==> src/rtl/led_out_seq.sv <==
// Sequencer and BRAM arbiter for the led_out formatter: runs one led_out job per
// accepted result, lends the character BRAM to a readout between jobs, and blanks it on command.
module led_out_seq #(
    parameter int         BCD_WIDTH = 60,
    parameter int         TIMEOUT   = 1024,
    parameter logic [7:0] BLANK     = 8'h20
) (
    input  logic                 CLK,
    input  logic                 RST_N,
    input  logic                 res_valid,
    output logic                 res_ready,
    input  logic [BCD_WIDTH-1:0] res_bcd,
    input  logic                 res_signed,
    input  logic                 res_fixed,
    input  logic                 clear,
    output logic                 lo_rst,
    output logic                 lo_ce,
    output logic [BCD_WIDTH-1:0] lo_bcd,
    output logic                 lo_signed,
    output logic                 lo_fixed,
    input  logic [3:0]           lo_addr,
    input  logic [7:0]           lo_data,
    input  logic                 lo_we,
    input  logic                 lo_done,
    input  logic                 rd_req,
    output logic                 rd_gnt,
    input  logic [3:0]           rd_addr,
    output logic [3:0]           bram_addr,
    output logic [7:0]           bram_data,
    output logic                 bram_we,
    output logic                 busy,
    output logic                 refresh,
    output logic                 err
);

    localparam int            TW      = (TIMEOUT > 2) ? $clog2(TIMEOUT) : 1;
    localparam logic [TW-1:0] TO_LAST = TW'(TIMEOUT - 1);

    typedef enum logic [2:0] {
        S_IDLE,
        S_LRST,
        S_RUN,
        S_FIN,
        S_ABORT,
        S_CLR
    } state_t;

    state_t        state;
    state_t        state_nxt;
    logic          accept;
    logic [TW-1:0] to_cnt;
    logic [3:0]    clr_cnt;

    always_ff @(posedge CLK or negedge RST_N) begin
        if (!RST_N) begin
            state <= S_IDLE;
        end else begin
            state <= state_nxt;
        end
    end

    always_comb begin
        state_nxt = state;
        accept    = 1'b0;
        lo_rst    = 1'b1;
        lo_ce     = 1'b0;
        busy      = 1'b1;
        refresh   = 1'b0;
        bram_addr = 4'h0;
        bram_data = 8'h00;
        bram_we   = 1'b0;
        // The RST_N term keeps res_ready low while the block is held in reset.
        res_ready = RST_N && (state == S_IDLE) && !rd_gnt && !clear;

        case (state)
            S_IDLE: begin
                busy = 1'b0;
                if (rd_gnt) begin
                    bram_addr = rd_addr;
                end else if (clear) begin
                    state_nxt = S_CLR;
                end else if (res_valid) begin
                    state_nxt = S_LRST;
                    accept    = 1'b1;
                end
            end
            S_LRST: begin
                state_nxt = S_RUN;
            end
            S_RUN: begin
                lo_rst    = 1'b0;
                lo_ce     = 1'b1;
                bram_addr = lo_addr;
                bram_data = lo_data;
                bram_we   = lo_we;
                if (lo_done) begin
                    state_nxt = S_FIN;
                end else if (to_cnt == TO_LAST) begin
                    state_nxt = S_ABORT;
                end
            end
            S_FIN: begin
                refresh   = 1'b1;
                state_nxt = S_IDLE;
            end
            S_ABORT: begin
                state_nxt = S_IDLE;
            end
            S_CLR: begin
                bram_addr = clr_cnt;
                bram_data = BLANK;
                bram_we   = 1'b1;
                // A clear finishes through FIN so it shares the single refresh pulse.
                if (clr_cnt == 4'hF) begin
                    state_nxt = S_FIN;
                end
            end
            default: begin
                state_nxt = S_IDLE;
            end
        endcase
    end

    always_ff @(posedge CLK or negedge RST_N) begin
        if (!RST_N) begin
            rd_gnt    <= 1'b0;
            err       <= 1'b0;
            to_cnt    <= '0;
            clr_cnt   <= 4'h0;
            lo_bcd    <= '0;
            lo_signed <= 1'b0;
            lo_fixed  <= 1'b0;
        end else begin
            // A granted reader keeps the BRAM until it lets go; a fresh request loses to clear/result.
            if (state == S_IDLE) begin
                rd_gnt <= rd_gnt ? rd_req : (rd_req && !clear && !res_valid);
            end

            if (accept) begin
                lo_bcd    <= res_bcd;
                lo_signed <= res_signed;
                lo_fixed  <= res_fixed;
                err       <= 1'b0;
            end else if (state == S_RUN && state_nxt == S_ABORT) begin
                err <= 1'b1;
            end

            to_cnt  <= (state == S_RUN && state_nxt == S_RUN) ? to_cnt + 1'b1 : '0;
            clr_cnt <= (state == S_CLR) ? clr_cnt + 1'b1 : 4'h0;
        end
    end

endmodule

==> config.mk <==
export PLATFORM = sky130hd
export DESIGN_NAME = led_out_seq
export DESIGN_NICKNAME = d
export VERILOG_FILES = /design/src/rtl/led_out_seq.sv
export SDC_FILE = /design/constraint.sdc
export NUM_CORES = 1
export LEC_CHECK = 0
export ABC_AREA = 1
export BUFFER_PORTS_ARGS = -buffer_cell sky130_fd_sc_hd__buf_2
export CAP_MARGIN = 20
export CORE_ASPECT_RATIO = 0.7
export CORE_MARGIN = 2
export CORE_UTILIZATION = 46
export DETAILED_ROUTE_END_ITERATION = 8
export PLACE_DENSITY = 0.89
export SLEW_MARGIN = 20
export SYNTH_ARGS = -nofsm -noshare
export SYNTH_HDL_FRONTEND = slang
export SYNTH_SLANG_ARGS = --single-unit
export TNS_END_PERCENT = 20
==> constraint.sdc <==
create_clock -name CLK -period 2.18 [get_ports CLK]
set_clock_uncertainty 0.2 [all_clocks]
set_input_delay 0.327 -clock CLK [delete_from_list [all_inputs] [get_ports CLK]]
set_output_delay 0.327 -clock CLK [all_outputs]
set_load 0.02 [all_outputs]
==> results.sh, run 1 <==
export IMPL_clockBufferDepth=2
export IMPL_fin_ws_ps=87.3
export IMPL_synth_fp_nets=495
export IMPL_ys_async_sr_fraction_pct=100
export IMPL_syn_area_um2=3420
export IMPL_setup_viol=0
export IMPL_clkSlewWorstSetupHoldPaths_ps=80
export IMPL_period_minus_slack_ps=2090
export IMPL_slew_viol_final=0
export IMPL_cp_start_kind="flip-flop"
export IMPL_cts_root_buf="clkbuf_8"
export IMPL_crit_family="flip-flops"
export IMPL_postLayoutCellArea_um2=5180
export IMPL_port_buffers=166
export IMPL_synthTopCellsByArea="dfrtp_1, nand2_1, nor2_1, nand3_1, inv_1"
export IMPL_fin_crit_sh_pct=96.0
export IMPL_drive_gt1_share_pct=31.1
export IMPL_intPower_mw=3.45
export IMPL_combPwrFrac_pct=44.8
export IMPL_drc_errors=0
export IMPL_synth_most_common_cell="nand2_1"
export IMPL_path_cells="nor2_4 -> nand2_1 -> clkinvlp_4 -> nand2_1 -> o211ai_1 -> buf_4"
export IMPL_grt_max_degree=82
export IMPL_outcome="finished, final reports clean"
export IMPL_cts_tree="yes"
export IMPL_p_clk_share_pct=15.7
export IMPL_maxCapViolations=0
export IMPL_vias=3512
export IMPL_overflow=0
export IMPL_yosys_warnings=0
export IMPL_final_cells=744
export IMPL_synthTopCellsByCount="nand2_1, dfrtp_1, nor2_1, inv_1, nand3_1"
export IMPL_num_rows=26
export IMPL_dr_pass1_iters=6
export IMPL_syn_mean_instance_area_um2=8.39
export IMPL_postLayoutCoreUtil_pct=71.4
export IMPL_setup_tns_ps=0
export IMPL_cts_buffers=9
export IMPL_ios=167
export IMPL_area_growth_pct=51.3
export IMPL_irDropWorstVdd_uv=809
export IMPL_die_h_um=76.2
export IMPL_p_seq_share_pct=39.5
export IMPL_p_total_mw=6.11
export IMPL_cp_end_kind="output pin"
export IMPL_core_um2=7250
export IMPL_diodes=0
export IMPL_cts_sinks=81
export IMPL_max_slew_margin_pct=72.2
export IMPL_worst_slew_pin_slew_ps=417
export IMPL_track_usage_pct=24.2
export IMPL_synth_top_area_share_pct=59.2
export IMPL_grt_first_pass_wirelength_mm=15.5
export IMPL_crit_required_ps=1650
export IMPL_dp_final_hpwl_mm=6.22
export IMPL_worst_path_buf_inv=2
export IMPL_swShare_pct=43.6
export IMPL_start_util_pct=47.2
export IMPL_place_congestion=0.843
export IMPL_hp_class="input port to flip-flop"
export IMPL_drt_wl_total_mm=9.86
export IMPL_viasPerCell=4.72
export IMPL_wl_per_cell_um=13.2
export IMPL_netlist_instances=408
export IMPL_yosysUniqueCellTypes=26
export IMPL_dpl_instance_area_um2=4360
export IMPL_cts_max_level=3
export IMPL_worstSetupPathType="flip-flop to output pin"
export IMPL_path_max_fanout=8
export IMPL_synthFlopType="dfrtp_1"
export IMPL_crit_top_cell="nand2_1"
export IMPL_nets=728
export IMPL_p_switching_mw=2.67
export IMPL_cp_arrival_ps=1570
export IMPL_slowest_stage="dfrtp_2"
export IMPL_max_freq_ghz=0.478
export IMPL_synth_area_leader_cell="dfrtp_1"
export IMPL_holdWs_ps=23.2
export IMPL_synth_edf_count=0
export IMPL_p_per_area_nw_per_um2=1180
export IMPL_die_area_um2=8160
export IMPL_rsz0062_at_grt="no"
export IMPL_grt_pass1_vias=3426
export IMPL_synth_seq_cells=81
export IMPL_power_leakage_nw=2.91
export IMPL_chipWidth_um=107
export IMPL_place_ws_ps=235
export IMPL_ant_nets=0
export IMPL_finalHoldViolCount=0
export IMPL_max_stage_delay_ps=480
export IMPL_antenna_found_initial=0
export IMPL_synth_yosys_seq_area_share_pct=59.2
export IMPL_placed_cells=665
export IMPL_clkLatencyLatePin_ps=330
export IMPL_drt_iter0_markers=181
[power by group through the flow]
| stage | combinational [mW] | clock, mW | sequential [mW] |
|---|---|---|---|
| 2_1_floorplan | 0.995 | 0 | 3.04 |
| 3_3_place_gp | 2.52 | 0 | 2.38 |
| 3_5_place_dp | 2.61 | 0 | 2.40 |
| 4_1_cts | 2.70 | 0.998 | 2.39 |
| 5_1_grt | 2.97 | 1.06 | 2.48 |
| 6_report | 2.74 | 0.958 | 2.42 |
[cell families (layout without fill, tap and decap cells)]
kind of cell / after synthesis / count (layout) / share of synthesized area (%)
compound gates: 6 / 6 / 1.13
xor+xnor: 7 / 7 / 1.79
fa+ha+maj: 2 / 2 / 0.731
buf+inv: 35 / 273 / 4.79
flops: 81 / 81 / 59.2
simple gates: 277 / 277 / 32.3
[path summary, 6_finish.rpt]
path / from / end / slack (ps) / cells after the start
setup / recovery: state[2]$_DFF_PN0_ / bram_addr[3] / 90 / 6
hold / removal: res_bcd[24] / lo_bcd[24]$_DFFE_PN0P_ / 20 / 3
setup reg to reg: state[2]$_DFF_PN0_ / lo_bcd[55]$_DFFE_PN0P_ / 370 / 8
hold reg to reg: lo_bcd[16]$_DFFE_PN0P_ / lo_bcd[16]$_DFFE_PN0P_ / 280 / 2
max in group asynchronous: RST_N / state[2]$_DFF_PN0_ / 1070 / 3
min in group asynchronous: RST_N / lo_bcd[2]$_DFFE_PN0P_ / 370 / 3
[cell type report]
| class | instances | area (um^2) |
|---|---|---|
| clock buffers | 11 | 141 |
| clock inverters | 5 | 31.3 |
| fillers | 519 | 2070 |
| inverters | 21 | 82.6 |
| multi-input cells | 292 | 1240 |
| flip-flops and latches | 81 | 2030 |
| well taps | 98 | 123 |
| repair buffers | 236 | 1530 |
[flip-flops by register name, summed over array words and instances (netlist names)]
signal / cells
clr_cnt: 4
rd_gnt: 1
lo_fixed: 1
lo_bcd: 60
to_cnt: 10
lo_signed: 1
err: 1
state: 3
[worst reg2reg max path, delay by kind of cell, from the launching register on]
kind	cells	cell delay, ps
buf+inv	3	510
flops	1	480
simple gates	5	570
[per-layer routing]
metal  vias up  track usage, %  share of wire [%]  wire [um]
met5         -               0                  0          0
met4         0            7.92                2.5        246
met3        25            7.53                7.5        738
met2       173            42.2                 49       4870
met1      1605            28.3                 41       4000
li1       1709               -                  -          -
[cells in the final DEF, fill, tap and decap left out, drive strengths merged]
| master | instances |
|---|---|
| nand4 | 6 |
| xor2 | 4 |
| clkbuf | 11 |
| nor3 | 1 |
| clkinv | 4 |
| o221ai | 1 |
| o21ai | 2 |
| inv | 20 |
| clkinvlp | 2 |
| nand2 | 221 |
| nor2 | 33 |
| dlygate4sd3 | 62 |
| nand3 | 16 |
| a21oi | 1 |
| buf | 174 |
| ha | 2 |
| xnor2 | 3 |
| dfrtp | 81 |
| o211ai | 1 |
| o21bai | 1 |
[timing repair]
action	in CTS	in global routing
endpoints found under the setup margin	3	3
hold endpoints to repair	142	0
hold buffers	62	0
resized for setup	4	3
cloned	0	0
buffers inserted	0	1
No activity file was read; power rests on OpenSTA's default activity.
==> run 2: changes to the inputs <==
- CORE_ASPECT_RATIO: 0.7 -> 1.4
==> results.sh, run 2 (same netlist as run 1, synthesis figures left out) <==
export IMPL_clkSlewWorstSetupHoldPaths_ps=80
export IMPL_p_clk_share_pct=19.3
export IMPL_cp_arrival_ps=1560
export IMPL_largest_register_ffs=60
export IMPL_rsz0062_at_grt="no"
export IMPL_regMostFlops="lo_bcd"
export IMPL_place_congestion=0.814
export IMPL_cts_root_buf="clkbuf_8"
export IMPL_viasPerCell=4.84
export IMPL_cp_end_kind="output pin"
export IMPL_crit_required_ps=1650
export IMPL_num_rows=37
export IMPL_diodes=0
export IMPL_p_seq_share_pct=37.8
export IMPL_ant_nets=0
export IMPL_fillCellCount=493
export IMPL_fin_crit_sh_pct=95.7
export IMPL_grt_max_degree=82
export IMPL_irDropWorstVdd_uv=922
export IMPL_finalHoldViolCount=0
export IMPL_timing_rr_start="to_cnt[0]$_DFF_PN0_"
export IMPL_core_um2=7270
export IMPL_p_switching_mw=2.68
export IMPL_ios=167
export IMPL_drt_iter0_markers=231
export IMPL_vias=3585
export IMPL_power_leakage_nw=2.94
export IMPL_multiInputGateArea_um2=1250
export IMPL_worstSetupPathType="flip-flop to output pin"
export IMPL_antenna_found_initial=0
export IMPL_nets=727
export IMPL_start_util_pct=47.1
export IMPL_cts_max_level=3
export IMPL_rr_worst_depth=6
export IMPL_hold_path_depth=3
export IMPL_intPower_mw=3.74
export IMPL_grt_first_pass_wirelength_mm=16.7
export IMPL_dpl_instance_area_um2=4360
export IMPL_r2r_end="to_cnt[2]$_DFF_PN0_"
export IMPL_fin_ws_ps=93.5
export IMPL_place_ws_ps=297
export IMPL_wl_per_cell_um=13.9
export IMPL_outcome="finished, final reports clean"
export IMPL_p_per_area_nw_per_um2=1230
export IMPL_maxCapViolations=0
export IMPL_min_from="rd_req"
export IMPL_dr_pass1_iters=6
export IMPL_rrSetupSlack_ps=400
export IMPL_overflow=0
export IMPL_regArea_um2=2030
export IMPL_drc_errors=0
export IMPL_cp_start_kind="flip-flop"
export IMPL_holdPathEnd="rd_gnt$_DFFE_PN0P_"
export IMPL_area_growth_pct=53.2
export IMPL_clockBufferDepth=2
export IMPL_largestRegisters="lo_bcd: 60 flops, to_cnt: 10 flops, clr_cnt: 4 flops"
export IMPL_setup_tns_ps=0
export IMPL_path_max_fanout=10
export IMPL_dp_final_hpwl_mm=5.78
export IMPL_slew_viol_final=0
export IMPL_port_buffers=166
export IMPL_setup_viol=0
export IMPL_postLayoutCellArea_um2=5250
export IMPL_cts_sinks=81
export IMPL_die_h_um=106
export IMPL_cts_tree="yes"
export IMPL_max_freq_ghz=0.479
export IMPL_worst_slew_pin_slew_ps=425
export IMPL_layout_common_cells="nand2_1, buf_2, dfrtp_1, dlygate4sd3_1, nor2_1"
export IMPL_cts_buffers=9
export IMPL_hp_class="input port to flip-flop"
export IMPL_clkLatencyLatePin_ps=360
export IMPL_drive_gt1_share_pct=30.7
export IMPL_period_minus_slack_ps=2090
export IMPL_final_common_cell="nand2_1"
export IMPL_grt_pass1_vias=3714
export IMPL_max_slew_margin_pct=71.6
export IMPL_drt_wl_total_mm=10.3
export IMPL_chipWidth_um=76.9
export IMPL_combPwrFrac_pct=42.8
export IMPL_die_area_um2=8160
export IMPL_swShare_pct=41.8
export IMPL_track_usage_pct=26.1
run 2: cell count changes in the layout (fill, tap and decap cells not counted), sizes merged:
cell,before,now
clkbuf,11,13
clkinv,4,0
buf,174,172
clkinvlp,2,1
dlygate4sd3,62,63
bufinv,0,2
run 2: through the flow:
| step | hold slack [ps] | cells | power, mW | util [%] |
|---|---|---|---|---|
| 2_1_floorplan | -169 | 408 | 4.03 | - |
| 3_3_place_gp | 211 | 662 | 4.89 | 59.9 |
| 3_5_place_dp | 217 | 662 | 4.99 | 59.9 |
| 4_1_cts | 5.47 | 740 | 6.35 | 71.9 |
| 5_1_grt | 33.0 | 741 | 6.80 | 72.2 |
| 6_report | 15.6 | 741 | 6.43 | 72.2 |
run 2: layout make-up:
| class | count | area share [%] |
|---|---|---|
| clock buffer | 13 | 3.22 |
| sequential | 81 | 38.7 |
| timing repair buffer | 235 | 29.2 |
| clock inverter | 2 | 1.15 |
| tap | 97 | 2.31 |
| multi-input combinational | 292 | 23.8 |
| inverter | 21 | 1.57 |
run 2: critical path, cell delays in order, from the launching register on:
cell     delay (ps)
dfrtp_2         470
nor2_4          130
nand2_1         110
buf_4           190
nor2_1          120
buf_2           180
run 2: power groups by stage:
stage               registers, mW  logic, mW  clock network (mW)
floorplan                    3.04      0.995                   0
global placement             2.39       2.50                   0
detailed placement           2.41       2.58                   0
CTS                          2.40       2.68                1.27
global route                 2.49       2.98                1.32
finish                       2.43       2.75                1.24
run 2: what timing repair did:
item / in CTS / in global routing
hold buffers: 63 / 0
pin swaps: 0 / 0
setup buffers: 0 / 1
endpoints found under the hold margin: 143 / 0
endpoints found under the setup margin: 1 / 6
resized for setup: 3 / 4
run 2: worst max-delay path by stage:
stage | startpoint | end | slack, ps | depth (start not counted)
2_1_floorplan | state[0]$_DFF_PN0_ | bram_addr[3] | 380 | 4
3_3_place_gp | state[0]$_DFF_PN0_ | bram_addr[3] | 370 | 5
3_5_place_dp | state[0]$_DFF_PN0_ | bram_addr[3] | 300 | 5
4_1_cts | state[2]$_DFF_PN0_ | bram_addr[3] | 20 | 6
5_1_grt | state[2]$_DFF_PN0_ | bram_addr[3] | 6 | 6
6_report | state[2]$_DFF_PN0_ | bram_data[4] | 90 | 5
run 2: metal layers:
layer	share of wire (%)	vias to the layer above	track usage, %
met5	0	-	0
li1	-	1704	-
met1	37	1666	27.6
met2	53	178	47.3
met3	6.6	37	6.54
met4	3.7	0	13.9
==> run 3: changes to the inputs <==
- CORE_UTILIZATION: 46 -> 41
- PLACE_DENSITY: 0.89 -> 0.84
- clock period: 2.18 -> 1.8 ns (I/O delays scaled with it)
==> results.sh, run 3 (same netlist as run 1, synthesis figures left out) <==
export IMPL_outcome="complete, but fails checks"
export IMPL_violations="negative setup slack"
export IMPL_largest_register_ffs=60
export IMPL_worstSetupPathType="flip-flop to output pin"
export IMPL_final_common_cell="nand2_1"
export IMPL_irDropWorstVdd_uv=984
export IMPL_placed_cells=671
export IMPL_die_area_um2=9110
export IMPL_place_congestion=0.762
export IMPL_wl_per_cell_um=14.1
export IMPL_overflow=0
export IMPL_fillCellCount=630
export IMPL_antenna_found_initial=0
export IMPL_cts_buffers=9
export IMPL_ant_nets=0
export IMPL_rsz0062_at_grt="yes"
export IMPL_hp_class="input port to flip-flop"
export IMPL_drive_gt1_share_pct=32.3
export IMPL_regMostFlops="lo_bcd"
export IMPL_track_usage_pct=23.8
export IMPL_clkLatencyLatePin_ps=330
export IMPL_path_cells="nor2_4 -> nand2_2 -> clkinv_2 -> nand2_1 -> nand2_1 -> buf_2"
export IMPL_chipWidth_um=81.2
export IMPL_multiInputGateArea_um2=1280
export IMPL_postLayoutCellArea_um2=5460
export IMPL_cts_root_buf="clkbuf_16"
export IMPL_place_ws_ps=91.3
export IMPL_worst_path_buf_inv=2
export IMPL_layout_common_cells="nand2_1, buf_2, dfrtp_1, dlygate4sd3_1, nor2_1"
export IMPL_die_h_um=112
export IMPL_cp_arrival_ps=1470
export IMPL_postLayoutCoreUtil_pct=67.0
export IMPL_cp_start_kind="flip-flop"
export IMPL_final_cells=752
export IMPL_max_slew_margin_pct=71.4
export IMPL_cts_tree="yes"
export IMPL_max_freq_ghz=0.516
export IMPL_largestRegisters="lo_bcd: 60 flops, to_cnt: 10 flops, clr_cnt: 4 flops"
export IMPL_slowest_stage="dfrtp_1"
export IMPL_dr_pass1_iters=4
export IMPL_power_leakage_nw=3.02
export IMPL_path_max_fanout=8
export IMPL_clockBufferDepth=2
export IMPL_maxCapViolations=0
export IMPL_holdWs_ps=111
export IMPL_drc_errors=0
export IMPL_max_stage_delay_ps=410
export IMPL_fin_ws_ps=-137
export IMPL_drt_iter0_markers=293
export IMPL_area_growth_pct=59.4
export IMPL_dpl_instance_area_um2=4390
export IMPL_crit_top_cell="nand2_1"
export IMPL_cts_max_level=3
export IMPL_slew_viol_final=0
export IMPL_cts_sinks=81
export IMPL_period_minus_slack_ps=1940
export IMPL_fin_crit_sh_pct=108
export IMPL_grt_first_pass_wirelength_mm=16.6
export IMPL_num_rows=39
export IMPL_clkSlewWorstSetupHoldPaths_ps=60
export IMPL_finalHoldViolCount=0
export IMPL_setup_viol=15
export IMPL_vias=3633
export IMPL_port_buffers=166
export IMPL_p_per_area_nw_per_um2=1530
export IMPL_diodes=0
export IMPL_start_util_pct=42.0
export IMPL_regArea_um2=2030
export IMPL_drt_wl_total_mm=10.6
export IMPL_ios=167
export IMPL_dp_final_hpwl_mm=6.42
export IMPL_crit_family="simple AND/OR/NAND/NOR gates"
export IMPL_crit_required_ps=1330
export IMPL_viasPerCell=4.83
export IMPL_grt_pass1_vias=3616
export IMPL_worst_slew_pin_slew_ps=429
export IMPL_cp_end_kind="output pin"
export IMPL_nets=733
export IMPL_grt_max_degree=82
export IMPL_core_um2=8150
[run 3: repair_timing]
action / CTS / global route
setup buffers: 2 / 0
setup endpoints to repair: 16 / 17
pin swaps: 2 / 0
endpoints found under the hold margin: 144 / 0
resized for setup: 30 / 4
hold buffers: 64 / 0
[run 3: worst paths after layout]
kind,from,cells after the start,endpoint,slack (ps)
min in group asynchronous,RST_N,3,lo_bcd[22]$_DFFE_PN0P_,320
min reg2reg,lo_bcd[25]$_DFFE_PN0P_,2,lo_bcd[25]$_DFFE_PN0P_,270
max,state[2]$_DFF_PN0_,6,bram_we,-140
max reg2reg,state[2]$_DFF_PN0_,6,to_cnt[2]$_DFF_PN0_,130
max in group asynchronous,RST_N,3,lo_bcd[41]$_DFFE_PN0P_,730
min,lo_done,3,state[0]$_DFF_PN0_,110
[run 3: layout make-up]
type                            count  share of cell area [%]
Inverter                           21                    1.47
Clock buffer                       12                    4.52
Clock inverter                      3                    1.19
Sequential cell                    81                    37.1
Tap cell                          102                    2.34
Multi-Input combinational cell    292                    23.5
Timing Repair Buffer              241                    29.9
[run 3: metrics by stage]
step,total power [mW],TNS [ps]
after floorplan,4.88,0
after global placement,5.98,0
after detailed placement,6.11,0
after CTS,8.31,-788
after global routing,8.82,-2320
final,8.33,-1290
[run 3: per-layer routing]
layer | vias up | share of wire [%] | global-route usage (%)
li1 | 1718 | - | -
met1 | 1709 | 38 | 25.3
met2 | 169 | 52 | 43.6
met3 | 37 | 6.2 | 4.74
met4 | 0 | 3.7 | 11.1
met5 | - | 0 | 0
[run 3: worst register-to-register path, cell delays in order, from the launching register on]
cell,delay (ps)
dfrtp_1,410
nor2_4,170
nand2_2,110
buf_6,160
nor2_2,100
nand4_2,260
nor2_1,180
[run 3: power breakdown]
part / leakage, nW / switching [mW] / internal (mW)
sequential: 1.04 / 0.409 / 2.51
combinational: 1.83 / 2.25 / 1.25
clock: 0.153 / 0.666 / 1.24
